## config.mk

```make
export PLATFORM = sky130hd
export DESIGN_NAME = mem_arbiter
export DESIGN_NICKNAME = d
export VERILOG_FILES = /design/src/rtl/mem_arbiter_pkg.sv /design/src/rtl/rr_arb2.sv /design/src/rtl/mem_arbiter.sv
export SDC_FILE = /design/constraint.sdc
export NUM_CORES = 1
export LEC_CHECK = 0
export CORE_MARGIN = 2
export CORE_UTILIZATION = 43
export DETAILED_ROUTE_END_ITERATION = 16
export PLACE_DENSITY = 0.74
export SETUP_SLACK_MARGIN = 0.15
export SLEW_MARGIN = 20
export SYNTH_ARGS = -nofsm -noshare
export SYNTH_HDL_FRONTEND = slang
export SYNTH_SLANG_ARGS = --single-unit
```

## constraint.sdc

```tcl
create_clock -name clk -period 1.8 [get_ports clk]
set_clock_uncertainty 0.15 [all_clocks]
set_input_delay 0.36 -clock clk [delete_from_list [all_inputs] [get_ports clk]]
set_output_delay 0.36 -clock clk [all_outputs]
set_load 0.005 [all_outputs]
```

## src/rtl/mem_arbiter_pkg.sv

```systemverilog
// Shared encodings for the two-port (instruction/data) memory bus arbiter.
package mem_arbiter_pkg;

   typedef enum logic [1:0] {
      ARB_IDLE  = 2'd0,
      ARB_ISSUE = 2'd1,
      ARB_WAIT  = 2'd2
   } arb_state_e;

   localparam logic ARB_PORT_I = 1'b0;
   localparam logic ARB_PORT_D = 1'b1;

   // One-hot grant to port id; an empty grant maps to the instruction port.
   function automatic logic port_of(input logic [1:0] gnt);
      return gnt[1] ? ARB_PORT_D : ARB_PORT_I;
   endfunction

endpackage

```

## src/rtl/rr_arb2.sv

```systemverilog
// Two-way round-robin arbiter: on a tie the port not granted last wins.
// Purely combinational; the caller owns the last-grant register.
module rr_arb2
   import mem_arbiter_pkg::*;
(
   input  logic [1:0] req_i,
   input  logic       last_i,
   input  logic       en_i,
   output logic [1:0] gnt_o,
   output logic       next_o
);

   always_comb begin
      gnt_o  = req_i;
      next_o = last_i;
      if (req_i[ARB_PORT_I] && req_i[ARB_PORT_D]) begin
         gnt_o = (last_i == ARB_PORT_D) ? 2'b01 : 2'b10;
      end
      if (en_i && (gnt_o != 2'b00)) begin
         next_o = port_of(gnt_o);
      end
   end

endmodule

```

## src/rtl/mem_arbiter.sv

```systemverilog
// Shares one strobe/busy memory bus between the instruction and data ports, one request queued per port.
// Zero-wait bus: strobe at T, bus strobe at T+2, rdata valid and busy low at T+4; bus busy stalls indefinitely.
module mem_arbiter
   import mem_arbiter_pkg::*;
#(
   parameter int   ADDR_W  = 32,
   parameter int   DATA_W  = 32,
   parameter logic FIRST_D = 1'b1
)(
   input  logic                  clk,
   input  logic                  rst,
   input  logic [ADDR_W-1:0]     mem_i_addr,
   input  logic                  mem_i_rstrb,
   output logic [DATA_W-1:0]     mem_i_rdata,
   output logic                  mem_i_rbusy,
   input  logic [ADDR_W-1:0]     mem_d_addr,
   input  logic [DATA_W-1:0]     mem_d_wdata,
   input  logic [DATA_W/8-1:0]   mem_d_wmask,
   input  logic                  mem_d_rstrb,
   input  logic                  mem_d_wstrb,
   output logic [DATA_W-1:0]     mem_d_rdata,
   output logic                  mem_d_rbusy,
   output logic                  mem_d_wbusy,
   output logic [ADDR_W-1:0]     bus_addr,
   output logic [DATA_W-1:0]     bus_wdata,
   output logic [DATA_W/8-1:0]   bus_wmask,
   output logic                  bus_rstrb,
   output logic                  bus_wstrb,
   input  logic [DATA_W-1:0]     bus_rdata,
   input  logic                  bus_rbusy,
   input  logic                  bus_wbusy
);

   localparam int MASK_W = DATA_W / 8;

   arb_state_e          state_q, state_d;
   logic                i_pend_q, i_pend_d;
   logic [ADDR_W-1:0]   i_addr_q, i_addr_d;
   logic                d_pend_q, d_pend_d;
   logic [ADDR_W-1:0]   d_addr_q, d_addr_d;
   logic [DATA_W-1:0]   d_wdata_q, d_wdata_d;
   logic [MASK_W-1:0]   d_wmask_q, d_wmask_d;
   logic                d_we_q, d_we_d;
   logic                gnt_port_q, gnt_port_d;
   logic                gnt_we_q, gnt_we_d;
   logic                last_q, last_d;
   logic [ADDR_W-1:0]   bus_addr_q, bus_addr_d;
   logic [DATA_W-1:0]   bus_wdata_q, bus_wdata_d;
   logic [MASK_W-1:0]   bus_wmask_q, bus_wmask_d;
   logic                bus_rstrb_q, bus_rstrb_d;
   logic                bus_wstrb_q, bus_wstrb_d;
   logic [DATA_W-1:0]   i_rdata_q, i_rdata_d;
   logic [DATA_W-1:0]   d_rdata_q, d_rdata_d;

   logic [1:0]          req;
   logic [1:0]          gnt;
   logic                arb_en;
   logic                win_d;
   logic                xfer_done;

   assign req    = {d_pend_q, i_pend_q};
   assign arb_en = (state_q == ARB_IDLE) && (req != 2'b00);

   rr_arb2 u_rr_arb2 (
      .req_i  (req),
      .last_i (last_q),
      .en_i   (arb_en),
      .gnt_o  (gnt),
      .next_o (last_d)
   );

   always_comb begin
      state_d     = state_q;
      i_pend_d    = i_pend_q;
      i_addr_d    = i_addr_q;
      d_pend_d    = d_pend_q;
      d_addr_d    = d_addr_q;
      d_wdata_d   = d_wdata_q;
      d_wmask_d   = d_wmask_q;
      d_we_d      = d_we_q;
      gnt_port_d  = gnt_port_q;
      gnt_we_d    = gnt_we_q;
      bus_addr_d  = bus_addr_q;
      bus_wdata_d = bus_wdata_q;
      bus_wmask_d = bus_wmask_q;
      bus_rstrb_d = 1'b0;
      bus_wstrb_d = 1'b0;
      i_rdata_d   = i_rdata_q;
      d_rdata_d   = d_rdata_q;
      win_d       = (port_of(gnt) == ARB_PORT_D);
      xfer_done   = 1'b0;

      // A strobe only lands when its port has nothing queued.
      if (!i_pend_q && mem_i_rstrb) begin
         i_pend_d = 1'b1;
         i_addr_d = mem_i_addr;
      end
      if (!d_pend_q && (mem_d_rstrb || mem_d_wstrb)) begin
         d_pend_d  = 1'b1;
         d_addr_d  = mem_d_addr;
         d_wdata_d = mem_d_wdata;
         d_wmask_d = mem_d_wmask;
         d_we_d    = mem_d_wstrb;
      end

      unique case (state_q)
         ARB_IDLE: begin
            if (arb_en) begin
               gnt_port_d  = port_of(gnt);
               gnt_we_d    = win_d && d_we_q;
               bus_addr_d  = win_d ? d_addr_q : i_addr_q;
               bus_wdata_d = win_d ? d_wdata_q : '0;
               bus_wmask_d = (win_d && d_we_q) ? d_wmask_q : '0;
               bus_rstrb_d = !(win_d && d_we_q);
               bus_wstrb_d = win_d && d_we_q;
               state_d     = ARB_ISSUE;
            end
         end
         ARB_ISSUE: begin
            state_d = ARB_WAIT;
         end
         ARB_WAIT: begin
            xfer_done = gnt_we_q ? !bus_wbusy : !bus_rbusy;
            if (xfer_done) begin
               if (gnt_port_q == ARB_PORT_D) begin
                  d_pend_d = 1'b0;
                  if (!gnt_we_q) d_rdata_d = bus_rdata;
               end else begin
                  i_pend_d  = 1'b0;
                  i_rdata_d = bus_rdata;
               end
               state_d = ARB_IDLE;
            end
         end
         default: begin
            state_d = ARB_IDLE;
         end
      endcase
   end

   always_ff @(posedge clk) begin
      if (rst) begin
         state_q     <= ARB_IDLE;
         i_pend_q    <= 1'b0;
         i_addr_q    <= '0;
         d_pend_q    <= 1'b0;
         d_addr_q    <= '0;
         d_wdata_q   <= '0;
         d_wmask_q   <= '0;
         d_we_q      <= 1'b0;
         gnt_port_q  <= ARB_PORT_I;
         gnt_we_q    <= 1'b0;
         last_q      <= FIRST_D;
         bus_addr_q  <= '0;
         bus_wdata_q <= '0;
         bus_wmask_q <= '0;
         bus_rstrb_q <= 1'b0;
         bus_wstrb_q <= 1'b0;
         i_rdata_q   <= '0;
         d_rdata_q   <= '0;
      end else begin
         state_q     <= state_d;
         i_pend_q    <= i_pend_d;
         i_addr_q    <= i_addr_d;
         d_pend_q    <= d_pend_d;
         d_addr_q    <= d_addr_d;
         d_wdata_q   <= d_wdata_d;
         d_wmask_q   <= d_wmask_d;
         d_we_q      <= d_we_d;
         gnt_port_q  <= gnt_port_d;
         gnt_we_q    <= gnt_we_d;
         last_q      <= last_d;
         bus_addr_q  <= bus_addr_d;
         bus_wdata_q <= bus_wdata_d;
         bus_wmask_q <= bus_wmask_d;
         bus_rstrb_q <= bus_rstrb_d;
         bus_wstrb_q <= bus_wstrb_d;
         i_rdata_q   <= i_rdata_d;
         d_rdata_q   <= d_rdata_d;
      end
   end

   assign mem_i_rdata = i_rdata_q;
   assign mem_i_rbusy = i_pend_q;
   assign mem_d_rdata = d_rdata_q;
   assign mem_d_rbusy = d_pend_q && !d_we_q;
   assign mem_d_wbusy = d_pend_q && d_we_q;
   assign bus_addr    = bus_addr_q;
   assign bus_wdata   = bus_wdata_q;
   assign bus_wmask   = bus_wmask_q;
   assign bus_rstrb   = bus_rstrb_q;
   assign bus_wstrb   = bus_wstrb_q;

endmodule

```

==> impl_metrics.toml <==
[detailed_routing]
wl_um = 29300
post_drt_wl_per_cell_um = 17.8
vias_per_cell = 5.27
drc = 0
via_count = 8648
postRouteAntennaNets = 0
drtIter0Drc = 551
first_pass_iters = 5

[grt]
grt_pass1_vias = 8324
grt_usage_pct = 23.3
grt_max_degree = 63
grt_overflow = 0
grt_pass1_wl_um = 42700
antenna_found_initial = 1

[yosys]
netlist_instances = 1075
async_reset_ff_share_pct = 0
yosysUniqueCellTypes = 31
synthTopCellsByArea = "dfxtp_1, nand2_1, a21oi_1"
synth_flop_cell = "dfxtp_1"
synth_nets = 1214
syn_area_um2 = 9310
yosysSeqAreaShare_pct = 52.0
synth_top_area_share_pct = 52.0
ys_seq_elements = 242
yosysTopAreaCell = "dfxtp_1"
yosys_warnings = 0
synth_edf_count = 0
syn_avg_cell_area_um2 = 8.66

[sta]
fmax_mhz = 579
rsz0062_at_grt = "yes"
finalSetupViolCount = 0
timing.final.ws_setup_ns = 0.0718
min_period_over_period_pct = 96.0
fin_tns_setup_ns = 0
hold_violations = 0
finalMaxSlewViolations = 0
slew_headroom_pct = 68.5
tightest_slew_ns = 0.471
whs_ns = 0.120
final.min_clock_period_ns = 1.73

[critical_path]
cpPeakStageDelay_ns = 0.34
r2r-end = "mem_i_rdata[22]"
crit_type = "reg -> reg"
path_delay_family = "multiplexers"
reg2reg_slack_ns = 0.07
cp.required_ns = 2.09
critPathBufInv = 3
worstPathArrival_ns = 2.02
worst-path-max-fanout = 8
start_kind = "flop"
reg2reg_from = "gnt_we_q"
end_kind = "flop"
crit_path_top_delay_cell = "dfxtp_2"
cp_cell_sequence = "mux2_4 -> nor3b_4 -> buf_6 -> buf_12 -> buf_16 -> mux2i_1"
reg2regPathDepth = 6

[die]
die_area_um2 = 22800
fp.dieH_um = 151
core_area_um2 = 21200
die_w_um = 151
rows = 53
io_pins = 276
start_util_pct = 44.0

[clock_tree]
path_clk_slew_ns = 0.06
tritoncts = "built"
cts_made_buffers = 26
clock_sinks = 242
cts_hold_buf = 0
insertion_delay_ns = 0.52
cts_root_buf = "clkbuf_16"
clockBufferDepth = 3
htreeDepth = 1

[place]
preCtsSetupSlack_ns = -0.269
placed_cells = 1567
dp_hpwl_um = 17300
gp_congestion = 0.781
io_buffers = 275

[pwr]
vdd_ir_drop_max_mv = 0.632
p_per_area_nw_per_um2 = 961
leakagePower_nw = 5.73

[final_layout]
area_growth_pct = 48.7
nNetsFinal = 1485
final_core_util_pct = 65.4
final_layout_size_suffix_gt1_share_pct = 11.1
fill_cells = 1784
final_cells = 1642

[flow_run]
cap_violations = 0

[hold_path]
min_from = "rst"
worstHoldPathCells = 2
hp-class = "in -> reg"
whs_endpoint = "bus_wmask[2]"

[run_status]
status = "completed"
worst max-delay path by stage:
stage          startpoint               to  slack, ns  cells after the start
2_1_floorplan    gnt_we_q  mem_i_rdata[10]       0.23                      5
3_3_place_gp    bus_rbusy  mem_i_rdata[27]      -0.23                      5
3_5_place_dp    bus_rbusy  mem_i_rdata[13]      -0.27                      5
4_1_cts          gnt_we_q   mem_i_rdata[8]       0.08                      6
5_1_grt          gnt_we_q  mem_i_rdata[25]     -0.002                      6
6_report         gnt_we_q  mem_i_rdata[22]       0.07                      6
state kept, by name, indices dropped and copies added (netlist names), 2 cells and up:
register and flops:
bus_wmask 4, mem_i_rdata 32, mem_d_rdata 32, d_addr_q 32
d_wmask_q 4, bus_addr 32, bus_wdata 32, d_wdata_q 32
state_q 2, i_addr_q 32
layout by cell type, fill, tap and decap left out, types with 5 or more instances in the layout:
master,n
nand2b_1,101
a21oi_1,164
mux2i_1,64
o21ai_0,35
dfxtp_2,19
dlygate4sd2_1,106
nand4_1,33
nand2_1,267
buf_4,19
nor2_1,5
buf_12,21
a311oi_1,32
clkbuf_1,6
dfxtp_1,221
clkbuf_8,8
clkdlybuf4s50_1,137
clkdlybuf4s15_1,25
buf_6,11
clkbuf_16,36
inv_1,5
per-stage QoR:
| stage | total power [W] | instance area (um2) |
|---|---|---|
| 6_report | 0.0133 | 13800 |
| 5_1_grt | 0.0138 | 13800 |
| 4_1_cts | 0.0132 | 13500 |
| 3_5_place_dp | 0.00780 | 12500 |
| 3_3_place_gp | 0.00777 | 12500 |
| 2_1_floorplan | 0.00679 | 9310 |
final cells by class:
cell class / instances / area, um2 / area share, %
clock buffers: 41 / 808 / 5.84
repair buffers: 337 / 3600 / 26.0
flip-flops and latches: 242 / 4880 / 35.2
multi-input cells: 734 / 4100 / 29.6
inverters: 5 / 18.8 / 0.136
clock inverters: 6 / 83.8 / 0.606
diodes: 2 / 5.00 / 0.0362
well taps: 275 / 344 / 2.49
metal layers:
layer / GRT usage, % / up-vias / routed length (um) / share of wire [%]
met2: 40.2 / 327 / 14100 / 48
met4: 7.48 / 0 / 815 / 2.8
met3: 5.21 / 60 / 2290 / 7.8
li1: - / 4190 / - / -
met1: 29.0 / 4071 / 12100 / 41
met5: 0 / - / 0 / 0
cell families after synthesis:
group | after synthesis | share of synthesized area [%]
flip-flops | 242 | 52.0
AND/OR/NAND/NOR | 424 | 21.1
buffers and inverters | 100 | 5.00
AO/OA/AOI/OAI | 243 | 14.8
multiplexers | 66 | 7.11
Yosys cell counts, drive strengths merged, types with 2 or more instances:
cell	n
a21oi	167
a311oi	33
buf	34
clkbuf	61
dfxtp	242
inv	5
mux2i	65
nand2	267
nand2b	101
nand3	2
nand4	33
nor2	8
nor2b	4
nor3	3
nor3b	2
o21ai	35
o32ai	4
or2	2
what timing repair did:
action                                  4_1_cts  5_1_grt
gates cloned                                  4       12
setup buffers                                 5        5
resized for setup                           188       37
endpoints found under the setup margin      243      130
pin swaps                                     1        3
power breakdown:
part,leakage [nW],internal (W),total [W],switching (W)
logic,3.31,0.00100,0.00201,0.00101
clock network,0.441,0.00335,0.00548,0.00213
registers,1.99,0.00566,0.00582,0.000164
Note: power is estimated with default switching activity, not from simulation.
